--- config.mk ---
export PLATFORM = sky130hd
export DESIGN_NAME = uart_cmd_sequencer
export DESIGN_NICKNAME = d
export VERILOG_FILES = /design/src/rtl/uart_cmd_sequencer.sv
export SDC_FILE = /design/constraint.sdc
export NUM_CORES = 1
export LEC_CHECK = 0
export CAP_MARGIN = 20
export CORE_ASPECT_RATIO = 1.5
export CORE_MARGIN = 2
export CORE_UTILIZATION = 40
export DETAILED_ROUTE_END_ITERATION = 12
export HOLD_SLACK_MARGIN = 0.02
export PLACE_DENSITY_LB_ADDON = 0.1
export SYNTH_ARGS = -nofsm -noshare
export SYNTH_HDL_FRONTEND = slang
export SYNTH_SLANG_ARGS = --single-unit
export TNS_END_PERCENT = 5
--- constraint.sdc ---
create_clock -name clk -period 2.6 [get_ports clk]
set_input_delay 0.78 -clock clk [delete_from_list [all_inputs] [get_ports clk]]
set_output_delay 0.78 -clock clk [all_outputs]
set_load 0.02 [all_outputs]
--- src/rtl/uart_cmd_sequencer.sv ---
// Framed UART command parser driving the matrix/vector processor load side.
// Optional inter-byte timeout is enabled by defining CMD_TIMEOUT_EN.
module uart_cmd_sequencer #(
   parameter int N_RESET        = 3,
   parameter int TIMEOUT_CYCLES = 1_000_000
) (
   input  logic       clk,
   input  logic       rst,
   input  logic [7:0] rx_data,
   input  logic       rx_valid,
   input  logic       full_A,
   output logic [7:0] data_out,
   output logic       push_A,
   output logic       push_B,
   output logic [3:0] N,
   output logic       clear,
   output logic       cmd_done,
   output logic       cmd_error
);
   // state   | meaning
   // IDLE    | waiting for 0xFE start byte
   // LEN     | next byte is the length L
   // CMD     | next byte is the opcode, checked against L
   // PAYLOAD | consuming L-1 payload bytes
   // END     | expecting the 0xEF terminator
   // SKIP    | rejected frame, discarding up to 0xEF
   typedef enum logic [2:0] {
      IDLE    = 3'd0,
      LEN     = 3'd1,
      CMD     = 3'd2,
      PAYLOAD = 3'd3,
      END     = 3'd4,
      SKIP    = 3'd5
   } state_t;

   localparam logic [7:0] SOF      = 8'hFE;
   localparam logic [7:0] EOF      = 8'hEF;
   localparam logic [7:0] OP_SET_N = 8'h01;
   localparam logic [7:0] OP_MAT   = 8'h04;
   localparam logic [7:0] OP_VEC   = 8'h05;
   localparam logic [7:0] OP_CLR   = 8'h06;

   state_t     state;
   logic [7:0] len;
   logic [7:0] opcode;
   logic [6:0] remaining;
   logic [3:0] n_new;
   logic       frame_bad;
   logic [7:0] n8;
   logic [7:0] len_mat;
   logic [7:0] len_vec;
   logic       timeout_hit;

   assign n8      = {4'd0, N};
   assign len_mat = n8 * n8 + 8'd1;
   assign len_vec = n8 + 8'd1;

`ifdef CMD_TIMEOUT_EN
   localparam int CW = $clog2(TIMEOUT_CYCLES) + 1;
   localparam logic [CW-1:0] TO_LAST = CW'(TIMEOUT_CYCLES - 1);
   logic [CW-1:0] to_cnt;

   always_ff @(posedge clk or negedge rst) begin
      if (!rst)
         to_cnt <= '0;
      else if (rx_valid || state == IDLE)
         to_cnt <= '0;
      else if (!timeout_hit)
         to_cnt <= to_cnt + CW'(1);
   end

   assign timeout_hit = (state != IDLE) && !rx_valid && (to_cnt == TO_LAST);
`else
   assign timeout_hit = 1'b0;
`endif

   always_ff @(posedge clk or negedge rst) begin
      if (!rst) begin
         state     <= IDLE;
         len       <= '0;
         opcode    <= '0;
         remaining <= '0;
         n_new     <= '0;
         frame_bad <= 1'b0;
         data_out  <= '0;
         push_A    <= 1'b0;
         push_B    <= 1'b0;
         N         <= 4'(N_RESET);
         clear     <= 1'b0;
         cmd_done  <= 1'b0;
         cmd_error <= 1'b0;
      end else begin
         push_A    <= 1'b0;
         push_B    <= 1'b0;
         clear     <= 1'b0;
         cmd_done  <= 1'b0;
         cmd_error <= 1'b0;
         if (timeout_hit) begin
            state     <= IDLE;
            cmd_error <= 1'b1;
         end else if (rx_valid) begin
            unique case (state)
               IDLE: if (rx_data == SOF) state <= LEN;
               LEN: begin
                  len   <= rx_data;
                  state <= CMD;
               end
               CMD: begin
                  opcode    <= rx_data;
                  frame_bad <= 1'b0;
                  remaining <= len[6:0] - 7'd1;
                  if ((rx_data == OP_SET_N && len == 8'd2) ||
                      (rx_data == OP_MAT && len == len_mat) ||
                      (rx_data == OP_VEC && len == len_vec))
                     state <= PAYLOAD;
                  else if (rx_data == OP_CLR && len == 8'd1)
                     state <= END;
                  else
                     state <= SKIP;
               end
               PAYLOAD: begin
                  remaining <= remaining - 7'd1;
                  if (remaining == 7'd1) state <= END;
                  case (opcode)
                     OP_MAT: begin
                        // a byte refused by a full FIFO poisons the whole frame
                        if (full_A) begin
                           frame_bad <= 1'b1;
                        end else begin
                           push_A   <= 1'b1;
                           data_out <= rx_data;
                        end
                     end
                     OP_VEC: begin
                        push_B   <= 1'b1;
                        data_out <= rx_data;
                     end
                     default: begin
                        if (rx_data >= 8'd2 && rx_data <= 8'd8)
                           n_new <= rx_data[3:0];
                        else
                           frame_bad <= 1'b1;
                     end
                  endcase
               end
               END: begin
                  state <= IDLE;
                  if (rx_data == EOF && !frame_bad) begin
                     cmd_done <= 1'b1;
                     if (opcode == OP_SET_N) N <= n_new;
                     if (opcode == OP_CLR) clear <= 1'b1;
                  end else begin
                     cmd_error <= 1'b1;
                  end
               end
               SKIP: begin
                  if (rx_data == EOF) begin
                     state     <= IDLE;
                     cmd_error <= 1'b1;
                  end
               end
               default: state <= IDLE;
            endcase
         end
      end
   end

endmodule

==> results of run 1 <==
-- synth_stat cells (3+ instances only) --
library cell	instances
sky130_fd_sc_hd__o21ai_0	12
sky130_fd_sc_hd__inv_1	10
sky130_fd_sc_hd__nor4_1	4
sky130_fd_sc_hd__a21o_1	3
sky130_fd_sc_hd__and3_1	5
sky130_fd_sc_hd__ha_1	11
sky130_fd_sc_hd__a221oi_1	3
sky130_fd_sc_hd__mux2_2	29
sky130_fd_sc_hd__nor4b_1	3
sky130_fd_sc_hd__nor3_1	6
sky130_fd_sc_hd__nand2_1	16
sky130_fd_sc_hd__dfrtp_1	46
sky130_fd_sc_hd__clkbuf_1	8
sky130_fd_sc_hd__xor2_1	8
sky130_fd_sc_hd__nand3b_1	4
sky130_fd_sc_hd__nand4_1	5
sky130_fd_sc_hd__nor2_1	15
sky130_fd_sc_hd__a21oi_1	11
sky130_fd_sc_hd__and2_1	8
sky130_fd_sc_hd__xnor2_1	11
-- logic make-up after synthesis --
family / after synthesis / share of synthesized area, %
multiplexers: 29 / 12.07
AO/OA/AOI/OAI: 46 / 11.24
AND/OR/NAND/NOR: 83 / 18.31
adder cells (fa/ha/maj): 11 / 5.085
XOR/XNOR: 19 / 6.149
flip-flops: 48 / 44.48
buffers and inverters: 19 / 2.681
-- placed cells by master, fill, tap and decap left out, types with 10 or more instances in the layout --
| master | instances |
|---|---|
| sky130_fd_sc_hd__o21ai_0 | 12 |
| sky130_fd_sc_hd__clkdlybuf4s50_1 | 27 |
| sky130_fd_sc_hd__buf_4 | 24 |
| sky130_fd_sc_hd__a21oi_1 | 11 |
| sky130_fd_sc_hd__mux2_2 | 29 |
| sky130_fd_sc_hd__nand2_1 | 16 |
| sky130_fd_sc_hd__inv_1 | 10 |
| sky130_fd_sc_hd__dfrtp_1 | 46 |
| sky130_fd_sc_hd__ha_1 | 11 |
| sky130_fd_sc_hd__xnor2_1 | 11 |
| sky130_fd_sc_hd__nor2_1 | 15 |
-- how the worst max path moves through the flow --
| stage | slack (ns) | to | startpoint | depth (start not counted) |
|---|---|---|---|---|
| 6_report | 0.12 | N[3] | rx_data[2] | 6 |
| 5_1_grt | 0.02 | N[2] | rx_data[2] | 6 |
| 4_1_cts | 0.10 | N[3] | rx_data[2] | 6 |
| 3_5_place_dp | -0.21 | N[3] | rx_data[2] | 6 |
| 3_3_place_gp | -0.17 | N[3] | rx_data[2] | 6 |
| 2_1_floorplan | 0.32 | N[2] | rx_data[3] | 6 |
-- report_power, final --
part           internal (W)  switching, W
clock network      0.000286      0.000245
registers          0.000936      0.000267
logic              0.000424      0.000364
-- routing by layer --
metal / track usage, % / vias up
met1: 21.14 / 1022
met3: 2.989 / 9
met4: 4.987 / 0
met2: 33.73 / 30
li1: - / 1023
met5: 0 / -
-- worst max-delay path: stages --
cell	delay [ns]
sky130_fd_sc_hd__clkdlybuf4s50_1	0.52
sky130_fd_sc_hd__nand2_1	0.10
sky130_fd_sc_hd__or4_4	0.51
sky130_fd_sc_hd__nor4_4	0.17
sky130_fd_sc_hd__nand4b_1	0.26
sky130_fd_sc_hd__mux2_2	0.33
-- per-stage QoR --
| step | utilization [%] | setup slack, ns | instances | hold slack, ns | TNS [ns] |
|---|---|---|---|---|---|
| 2_1_floorplan | - | 0.3155 | 255 | 0.4460 | 0 |
| 3_3_place_gp | 50.04 | -0.1703 | 376 | 0.4690 | -0.9241 |
| 3_5_place_dp | 50.04 | -0.2120 | 376 | 0.4704 | -1.152 |
| 4_1_cts | 51.69 | 0.1031 | 384 | 0.4977 | 0 |
| 5_1_grt | 51.69 | 0.01655 | 384 | 0.5171 | 0 |
| 6_report | 51.69 | 0.1192 | 384 | 0.4847 | 0 |
-- flip-flops by register name (all words and copies together), names as in the netlist --
register and cells:
N 4, clear 1, cmd_done 1, cmd_error 1, data_out 8, frame_bad 1
len 8, n_new 4, opcode 8, push_A 1, push_B 1, remaining 7
state 3
-- layout make-up --
class	count	area share (%)
multi-input cells	188	42.55
flip-flops and latches	48	35.66
repair buffers	54	14.68
well taps	76	2.817
clock buffers	6	2.150
inverters	10	1.112
clock inverters	2	1.038
==> impl_summary.md, run 1 <==
Global route
The largest net degree at the start of global routing is 26. The leftover overflow at the end of global routing is 0. The wire length of the first global-routing pass is 10.69 mm. The via count of the first global-routing pass is 2162. The overall fraction of global-route tracks in use is 18.24%.

The number of antenna violations at the first check in global routing is 0.

Die
The floorplan step defined a die boundary enclosing 7453 µm². Once the floorplan was initialized, standard cells occupied 41.44% of the core. In this run the standard cell core region covers 6531 µm². From bottom edge to top edge, the die measures 104.7 µm.

The count of boundary I/O pins is 29. The horizontal extent of the die is ~71 µm. The floorplan has 36 rows.

Timing
Dividing the final minimum period by the clock period gives 95.42%. The final clock skew is 0.003605 ns. Static timing analysis puts the maximum clock frequency at 403.1 MHz. The count of endpoints failing hold in the final timing report is 0. Setup repair after global routing left no endpoint under its margin. In this run the tightest slew margin relative to its limit is 59.73%. The number of setup violations in the final report is 0. The number of max-slew violations in the final report is 0. For the pin with the worst max-slew slack, the measured transition is between 0.6 and 0.7 ns. Subtracting the final worst setup slack from the clock period gives 2.481 ns.

Synth
Synthesis instantiated 47 different standard cells from the library. The gate count after technology mapping is around 260. The async set or reset register ratio after synthesis is 100.0%. The number of enable flip-flop cells after synthesis is 0. In the synthesized netlist the dominant register cell turns out to be sky130_fd_sc_hd__dfrtp_1. The cell accounting for the most synthesized area is sky130_fd_sc_hd__dfrtp_1. The synthesized netlist net count is 278. After synthesis, the largest area contributor takes up 42.53% of total cell area. Summing the sequential cell areas from Yosys gives 44.48% of the chip area.

The mapped netlist covers 2706 µm². The total number of yosys warnings is 0. The average footprint of a synthesized cell is 10.61 µm². Yosys attributes the largest share of cell area to sky130_fd_sc_hd__dfrtp_1 43%, sky130_fd_sc_hd__mux2_2 12%, sky130_fd_sc_hd__ha_1 5.1%, sky130_fd_sc_hd__xnor2_1 3.6%, sky130_fd_sc_hd__xor2_1 2.6%. Synthesis inferred 48 register bits.

Pwr
The post-layout total power is between 0.002 and 0.003 W. IR analysis of the VDD net gives a maximum drop of 0.4898 mV. The analysis attributes to cell leakage a power of roughly 1.5 nW. For this design the ratio of total power to cell area is 747.1 nW/µm².

Layout
The post-layout instance area is 3376 µm². The net count of the finished layout is 330. The post-route netlist has 23.70% of its cells at a drive strength greater than 1. The filler cells instantiated in the layout total 604. The multi-input logic area is 1436 µm². The growth of design area from synthesis to finish is 24.73%. The number of antenna diodes in the final layout is 0.

The register cell area after layout is about 1200 µm².

Setup path
The data arrival time of the critical path is 2.67 ns. For the worst flop-to-flop path, the logic depth is 9. The kind of critical path is primary input to flop. Data on the critical path is required at its endpoint by 2.79 ns. STA classifies the critical path startpoint as a primary input. In this run the register-to-register setup slack is 0.31 ns. The origin of the critical flop-to-flop path is N[1]. The highest net fanout along the worst path is 4. The endpoint of the worst register-to-register path is state[2]. The endpoint kind of the worst setup timing path is a flop.

Placement
The placed wire-length estimate after detailed placement is 4.772 mm. The placed instances occupy a cell area of roughly 3300 µm². The congestion estimate from routability-driven global placement came to 0.8266. The count of buffers added on input and output ports is 28.

Routing
For this block, the initial DRC count from the detailed router was 71. Detailed routing inserted a total of 2084 vias. After detailed routing, the number of remaining DRC violations is 0.

For this block, the routed nets add up to 6.291 mm of wire. The detailed-route wire length on metal 1 is about 2.6 mm. The pre-antenna-repair detailed-routing pass consisted of 4 iterations.

Using the TritonRoute via totals, the vias-per-cell ratio works out to 5.427. The post-detailed-route count of antenna-violating nets is 0. The routed length on met2 is 3.487 mm. Detailed routing placed a total of between 100 and 150 µm of wire on met3. The average detailed-routed wire length per instance is 16.38 µm. The highest metal layer with signal wires is met4.

CTS
TritonCTS built the clock tree. The clock sink count is 48. Gates resized during post-CTS repair numbered 0. In this run the clock root is driven by a sky130_fd_sc_hd__clkbuf_8. In this run the deepest clock path goes through 2 buffers. The hold-fix buffer count after cts is 0. The number of buffers created by CTS is 5. The H-tree was split into 2 levels. The clock slew at the register clock pins of the worst setup and hold paths is 0.09 ns. The buffer count from post-CTS setup fixing is 0.

The clock latency of the later-clocked register in the worst-skew pair is 0.29 ns.

Flow run
Max-cap violations in this run came to 0.

Outcome
The flow ran to the end, and the final reports show no timing, DRC or antenna violations.

Hold path
The path type of the worst min-delay path is primary input to async pin.
(Power assumes the default switching activity.)
==> run 2: changes to the inputs <==
--- a/config.mk
+++ b/config.mk
@@ -11,7 +11,7 @@
 export CORE_UTILIZATION = 40
 export DETAILED_ROUTE_END_ITERATION = 12
 export HOLD_SLACK_MARGIN = 0.02
-export PLACE_DENSITY_LB_ADDON = 0.1
+export PLACE_DENSITY = 0.58
 export SYNTH_ARGS = -nofsm -noshare
 export SYNTH_HDL_FRONTEND = slang
 export SYNTH_SLANG_ARGS = --single-unit
==> impl_summary.md, run 2 (synthesis results as in run 1) <==
Global route
The largest net degree at the start of global routing was 21 (-19%). The overall fraction of global-route tracks in use was 18.17% (-0.070 points). The via count of the first global-routing pass came to 2188 (+1.2%). The leftover overflow at the end of global routing is 0 (unchanged). The wire length of the first global-routing pass is 10.75 mm (+0.58%).

The number of antenna violations at the first check in global routing is 0 (unchanged).

Hold path
The path type of the worst min-delay path is primary input to async pin.

Setup path
The critical path goes through clkdlybuf4s50_1 -> inv_1 -> or4_4 -> nor4_4 -> nand4b_1 -> buf_4 -> mux2_2. The element type at the critical path start is a primary input. In this design, the largest share of critical-path delay is due to simple AND/OR/NAND/NOR gates. The critical path buffer and inverter count was 3 (+2).

The data arrival time of the critical path is 2.63 ns (-0.04 ns). The required time of the worst setup path is 2.78 ns (about the same). The endpoint kind of the worst setup timing path is a flop. On the critical path, the stage with the largest delay is an instance of sky130_fd_sc_hd__or4_4.

The kind of critical path is primary input to flop. The highest net fanout along the worst path is 4 (unchanged). The largest incremental delay on the critical path came to 0.55 ns (+0.03 ns).

Die
The number of cell rows is 36 (unchanged). The floorplan die height is 104.7 µm (unchanged). The count of boundary I/O pins is 29 (unchanged). The effective utilization at floorplan is 41.44% (unchanged). The horizontal extent of the die was 71.16 µm (unchanged).

The die area came to 7453 µm² (unchanged). The core area is 6531 µm² (unchanged).

Layout
The largest registers in the layout are data_out x8, len x8, opcode x8. The leading cell type in the layout, fill and taps excluded is sky130_fd_sc_hd__dfrtp_1. The fraction of the core area covered by cells at the end of the flow is 51.90% (+0.21 points). The multi-input logic area is 1436 µm² (unchanged). In the layout the commonest cells are 46 x sky130_fd_sc_hd__dfrtp_1, 30 x sky130_fd_sc_hd__buf_4, 29 x sky130_fd_sc_hd__mux2_2.

The post-layout instance area came to 3390 µm² (+0.41%). The count of antenna diodes in the layout came to 0 (unchanged). The count of nets after finishing was 335 (+1.5%). The layout filler cell count was 602 (-0.33%). Compared with the post-synthesis result, the final layout area differs by 25.24%. The register cell area after layout is 1204 µm² (unchanged). The final cell count without fillers was 388 (+1.0%). The share of cells above drive strength 1 is 25.00% (+1.3 points).

Pwr
The post-layout total power is 0.002494 W (-1.1%). The peak ir drop on the vdd network is 0.4073 mV (-17%). The standby leakage power is 1.563 nW (+0.97%). The power per standard cell area came to 735.9 nW/µm² (-1.5%).

Routing
The average detailed-routed wire length per instance is 16.44 µm (+0.35%). The count of unresolved DRC violations after routing came to 0 (unchanged). The routed wire length is 6.379 mm (+1.4%). The routed length on met2 is 3.275 mm (-6.1%). The number of DRC violations after detailed-routing iteration 0 is 123 (+73%).

The post-detailed-route count of antenna-violating nets is 0 (unchanged). The highest layer touched by signal routing is met4. The iteration count of the initial detailed-routing pass is 4 (unchanged).

The vias after detailed routing is 2109 (+1.2%). The total met3 wirelength after detailed routing is 159 µm (+16%). The post-detailed-route via-to-cell ratio is 5.436 (+0.16%). The detailed-route wire length on metal 1 came to 2.828 mm (+9.7%).

Placement
The placed instance count is 381 (+1.3%). The placement-stage cell area was 3293 µm² (+0.77%). The placed wire-length estimate after detailed placement is 4.911 mm (+2.9%).

The number of buffers inserted by port buffering is 28 (unchanged). The weighted congestion reported at the end of routability-driven placement came to 0.8734 (+5.7%). The pre-CTS setup slack is -0.1510 ns (+0.06097 ns).

CTS
The CTS H-tree depth is 2 (unchanged). The clock slew at the register clock pins of the worst setup and hold paths is 0.09 ns (about the same). The clock sink count came to 48 (unchanged). The clock latency of the later-clocked register in the worst-skew pair is 0.30 ns (about the same). The buffer count from post-CTS setup fixing is 0 (unchanged). The deepest clock path buffer count is 2 (unchanged). The root buffer cell chosen for the clock tree is sky130_fd_sc_hd__clkbuf_8.

The total of cells resized after clock tree synthesis is 0 (unchanged). The hold-fix buffer count after cts is 0 (unchanged). TritonCTS built the clock tree. The number of buffers created by CTS is 5 (unchanged).

Timing
The final worst-path cycle share is 94.05% (-1.4 points). The maximum operating frequency is 408.9 MHz (+1.4%). The count of endpoints failing hold in the final timing report came to 0 (unchanged).

The worst slew margin relative to its limit is 68.81% (+9.1 points). The clock period minus final worst setup slack was 2.445 ns (-0.03542 ns). Setup repair after global routing left no endpoint under its margin.

The final clock skew is 0.01388 ns (+0.01028 ns). The minimum setup slack in the final design is 0.1546 ns (+0.03542 ns). The slew of the pin with the lowest slew margin is 0.4678 ns (-0.1363 ns). The number of setup violations in the final report was 0 (unchanged). The number of max-slew violations in the final report is 0 (unchanged).

Flow run
The number of max-capacitance violations reported is 0 (unchanged).

Outcome
The run finished with clean final reports.
==> run 2: area by class of cell <==
| type | count | area share, % |
|---|---|---|
| Multi-Input combinational cell | 188 | 42.38 |
| Sequential cell | 48 | 35.51 |
| Timing Repair Buffer | 59 | 15.36 |
| Clock buffer | 7 | 2.842 |
| Tap cell | 76 | 2.805 |
| Inverter | 10 | 1.107 |
==> run 2: worst paths after layout <==
check | start | endpoint | slack (ns) | cells after the start
setup / recovery | rx_data[0] | N[3] | 0.15 | 7
hold / removal | rst | opcode[1] | 0.40 | 1
setup reg to reg | N[0] | state[2] | 0.34 | 8
hold reg to reg | n_new[0] | n_new[0] | 0.49 | 2
max in group asynchronous | rst | N[0] | 1.52 | 2
min in group clk | n_new[0] | n_new[0] | 0.49 | 2
==> run 2: metrics by stage <==
stage          setup TNS (ns)  hold WS (ns)
5_1_grt                     0        0.4239
3_3_place_gp          -0.6307        0.4629
2_1_floorplan               0        0.4460
3_5_place_dp          -0.9362        0.4796
4_1_cts                     0        0.4099
6_report                    0        0.4024
==> run 2: power breakdown <==
part           total, W  internal (W)  switching [W]
combinational  0.000807      0.000430       0.000377
clock          0.000479      0.000237       0.000242
sequential      0.00121      0.000936       0.000272
total           0.00249       0.00160       0.000890
==> run 2: layer usage <==
layer	track usage, %	vias to the layer above
met5	0	-
met4	5.660	0
met3	2.122	12
met2	31.08	33
met1	23.63	1034
li1	-	1030
==> run 3: changes to the inputs <==
--- a/config.mk
+++ b/config.mk
@@ -7,11 +7,11 @@
 export LEC_CHECK = 0
 export CAP_MARGIN = 20
 export CORE_ASPECT_RATIO = 1.5
-export CORE_MARGIN = 2
 export CORE_UTILIZATION = 40
 export DETAILED_ROUTE_END_ITERATION = 12
 export HOLD_SLACK_MARGIN = 0.02
-export PLACE_DENSITY = 0.58
+export PLACE_DENSITY = 0.66
+export SETUP_SLACK_MARGIN = 0.05
 export SYNTH_ARGS = -nofsm -noshare
 export SYNTH_HDL_FRONTEND = slang
 export SYNTH_SLANG_ARGS = --single-unit
==> impl_summary.md, run 3 (synthesis results as in run 1) <==
Outcome
The flow ran to the end, and the final reports show no timing, DRC or antenna violations.

Layout
The leading cell type in the layout, fill and taps excluded is sky130_fd_sc_hd__dfrtp_1. The final cell count without fillers came to 384 (-1.0%). The share of cells above drive strength 1 came to 24.03% (-0.97 points). The count of antenna diodes in the layout is 0 (unchanged). The count of nets after finishing is 330 (-1.5%). The top cell types in the final layout, fill and taps aside, are 46 x sky130_fd_sc_hd__dfrtp_1, 29 x sky130_fd_sc_hd__mux2_2, 27 x sky130_fd_sc_hd__clkdlybuf4s50_1.

The layout filler cell count was 588 (-2.3%). The largest registers in the layout are data_out x8, len x8, opcode x8. The post-layout instance area is 3356 µm² (-1.0%). From synthesis to final layout, the design area changed by 23.99%.

Die
The count of boundary I/O pins is 29 (unchanged). The floorplan die height came to 102.7 µm (-1.9%). The die area is 7106 µm² (-4.7%).

The horizontal extent of the die is 69.16 µm (-2.8%). The effective utilization at floorplan was 41.44% (unchanged). The number of cell rows is 36 (unchanged). The core area is 6531 µm² (unchanged).

Global route
The number of antenna violations at the first check in global routing is 0 (unchanged). The via count of the first global-routing pass is 2111 (-3.5%). The leftover overflow at the end of global routing is 0 (unchanged). The met1 track demand over resource in global routing is 21.70% (-1.9 points). The global-route track usage on met2 is 32.64% (+1.6 points). The layer carrying the most global-route usage is met2.

The met3 global-route usage is 2.542% (+0.42 points). The largest net degree at the start of global routing is 49 (+130%). The wire length of the first global-routing pass was 10.18 mm (-5.3%). The overall fraction of global-route tracks in use is 18.07% (-0.097 points).

Timing
The count of endpoints failing hold in the final timing report is 0 (unchanged). The final worst-path cycle share was 94.56% (+0.50 points). The slew of the pin with the lowest slew margin is 0.6081 ns (+0.1403 ns). The maximum operating frequency is 406.8 MHz (-0.53%). The final clock skew came to 0.008642 ns (-0.005239 ns).

The worst slew margin relative to its limit came to 59.46% (-9.4 points). The clock period minus final worst setup slack is 2.459 ns (+0.01309 ns). The number of setup violations in the final report is 0 (unchanged). The number of max-slew violations in the final report is 0 (unchanged).

Setup repair after global routing could not meet its margin everywhere.

Setup path
The required time of the worst setup path is 2.78 ns (about the same). The worst setup path is captured at a flop. Traced cell by cell, the critical path runs through clkdlybuf4s50_1 -> inv_1 -> or4_4 -> nor4_4 -> nand4b_1 -> mux2_2.

STA classifies the critical path startpoint as a primary input. The largest incremental delay on the critical path is 0.55 ns (about the same). The flop-to-flop setup slack is 0.36 ns (+0.02 ns). The data arrival time of the critical path is 2.64 ns (about the same). The gate family responsible for the most delay along the worst path is simple AND/OR/NAND/NOR gates. Among all stages on the critical path, the largest delay is contributed by sky130_fd_sc_hd__or4_4. The highest net fanout along the worst path is 4 (unchanged). The kind of critical path is primary input to flop.

The critical path buffer and inverter count was 2 (-1).

Placement
The placed wire-length estimate after detailed placement is 4.551 mm (-7.3%). The number of buffers inserted by port buffering came to 28 (unchanged). The weighted congestion reported at the end of routability-driven placement came to 0.8410 (-3.7%). The placement-stage cell area is 3256 µm² (-1.1%). The placed instance count came to 376 (-1.3%).

CTS
The clock latency of the later-clocked register in the worst-skew pair was 0.30 ns (about the same). The number of buffers created by CTS is 5 (unchanged). The deepest clock path buffer count is 2 (unchanged).

The clock sink count is 48 (unchanged). The clock root buffer is sky130_fd_sc_hd__clkbuf_8. The clock tree from TritonCTS is yes. The clock slew at the register clock pins of the worst setup and hold paths came to 0.09 ns (about the same). The CTS H-tree depth is 2 (unchanged).

Pwr
The net switching component of the power is 0.0008854 W (-0.55%). The post-layout total power is 0.002460 W (-1.4%). The internal power component was 0.001575 W (-1.8%). The standby leakage power is 1.533 nW (-1.9%). The sequential fraction of design power is 49.1% (+0.7 points). The clock network fraction of total power came to 18.8% (-0.4 points). The share of total power in combinational logic was 32.1% (-0.3 points). The power per standard cell area is 733.2 nW/µm² (-0.37%).

The switching share of total power is 35.98% (+0.29 points). The peak ir drop on the vdd network was 0.4252 mV (+4.4%).

Routing
The average detailed-routed wire length per instance came to 15.92 µm (-3.2%). The count of unresolved DRC violations after routing came to 0 (unchanged). The post-detailed-route count of antenna-violating nets is 0 (unchanged). The number of DRC violations after detailed-routing iteration 0 is 94 (-24%). The iteration count of the initial detailed-routing pass is 4 (unchanged). The routed wire length is 6.112 mm (-4.2%). The vias after detailed routing is 2127 (+0.85%). The post-detailed-route via-to-cell ratio came to 5.539 (+1.9%).

Flow run
The number of max-capacitance violations reported is 0 (unchanged).

Hold path
The worst hold path belongs to the class flop to flop.
-- run 3: cell types whose count changed in the layout (fill, tap and decap cells not counted), sizes merged --
cell      previous run  this run
buf                 32        27
clkinvlp             0         1
-- run 3: stage by stage --
stage               util [%]  setup TNS (ns)  worst slack, ns  hold slack (ns)
finish                 51.38               0           0.1415           0.4961
global route           51.38               0          0.01023           0.5180
CTS                    51.28               0           0.1220           0.4992
global placement       49.85         -0.9145          -0.1731           0.4839
floorplan                  -               0           0.3155           0.4460
detailed placement     49.85          -1.009          -0.1863           0.4689
-- run 3: power by group through the flow --
stage | logic, W | registers (W) | clock network, W
2_1_floorplan | 0.000664 | 0.00110 | 0
3_3_place_gp | 0.000771 | 0.00122 | 0
3_5_place_dp | 0.000787 | 0.00122 | 0
4_1_cts | 0.000795 | 0.00121 | 0.000479
5_1_grt | 0.000894 | 0.00125 | 0.000498
6_report | 0.000791 | 0.00121 | 0.000462
-- run 3: worst paths after layout --
check / from / end / depth (start not counted)
min in group asynchronous: rst / push_B / 2
setup reg to reg: N[1] / state[2] / 9
setup / recovery: rx_data[0] / N[3] / 6
hold reg to reg: n_new[0] / n_new[0] / 2
max in group asynchronous: rst / len[3] / 2
hold / removal: n_new[0] / n_new[0] / 2
-- run 3: layout make-up --
type | count | area, µm² | share of cell area [%]
clock buffer | 7 | 86.33 | 2.573
clock inverter | 1 | 7.507 | 0.2237
inverter | 10 | 37.54 | 1.119
multi-input combinational | 188 | 1443 | 42.99
sequential | 48 | 1204 | 35.87
tap | 76 | 95.09 | 2.834
timing repair buffer | 54 | 483.0 | 14.39
-- run 3: what timing repair did --
item | 4_1_cts | 5_1_grt
setup buffers | 0 | 0
resized for setup | 0 | 2
hold buffers | 0 | 0
endpoints found under the setup margin | 0 | 5
-- run 3: worst min-delay path, cell delays in order, from the launching register on --
cell                      delay, ns
sky130_fd_sc_hd__dfrtp_1       0.35
sky130_fd_sc_hd__nand2_1       0.04
sky130_fd_sc_hd__o21ai_0       0.06
-- run 3: per-layer routing --
layer	part of all wire, %	wire length (µm)	vias up
met5	0	0	-
met4	2.2	132	0
met3	2.7	167	7
met2	53	3234	38
met1	42	2578	1062
li1	-	-	1020
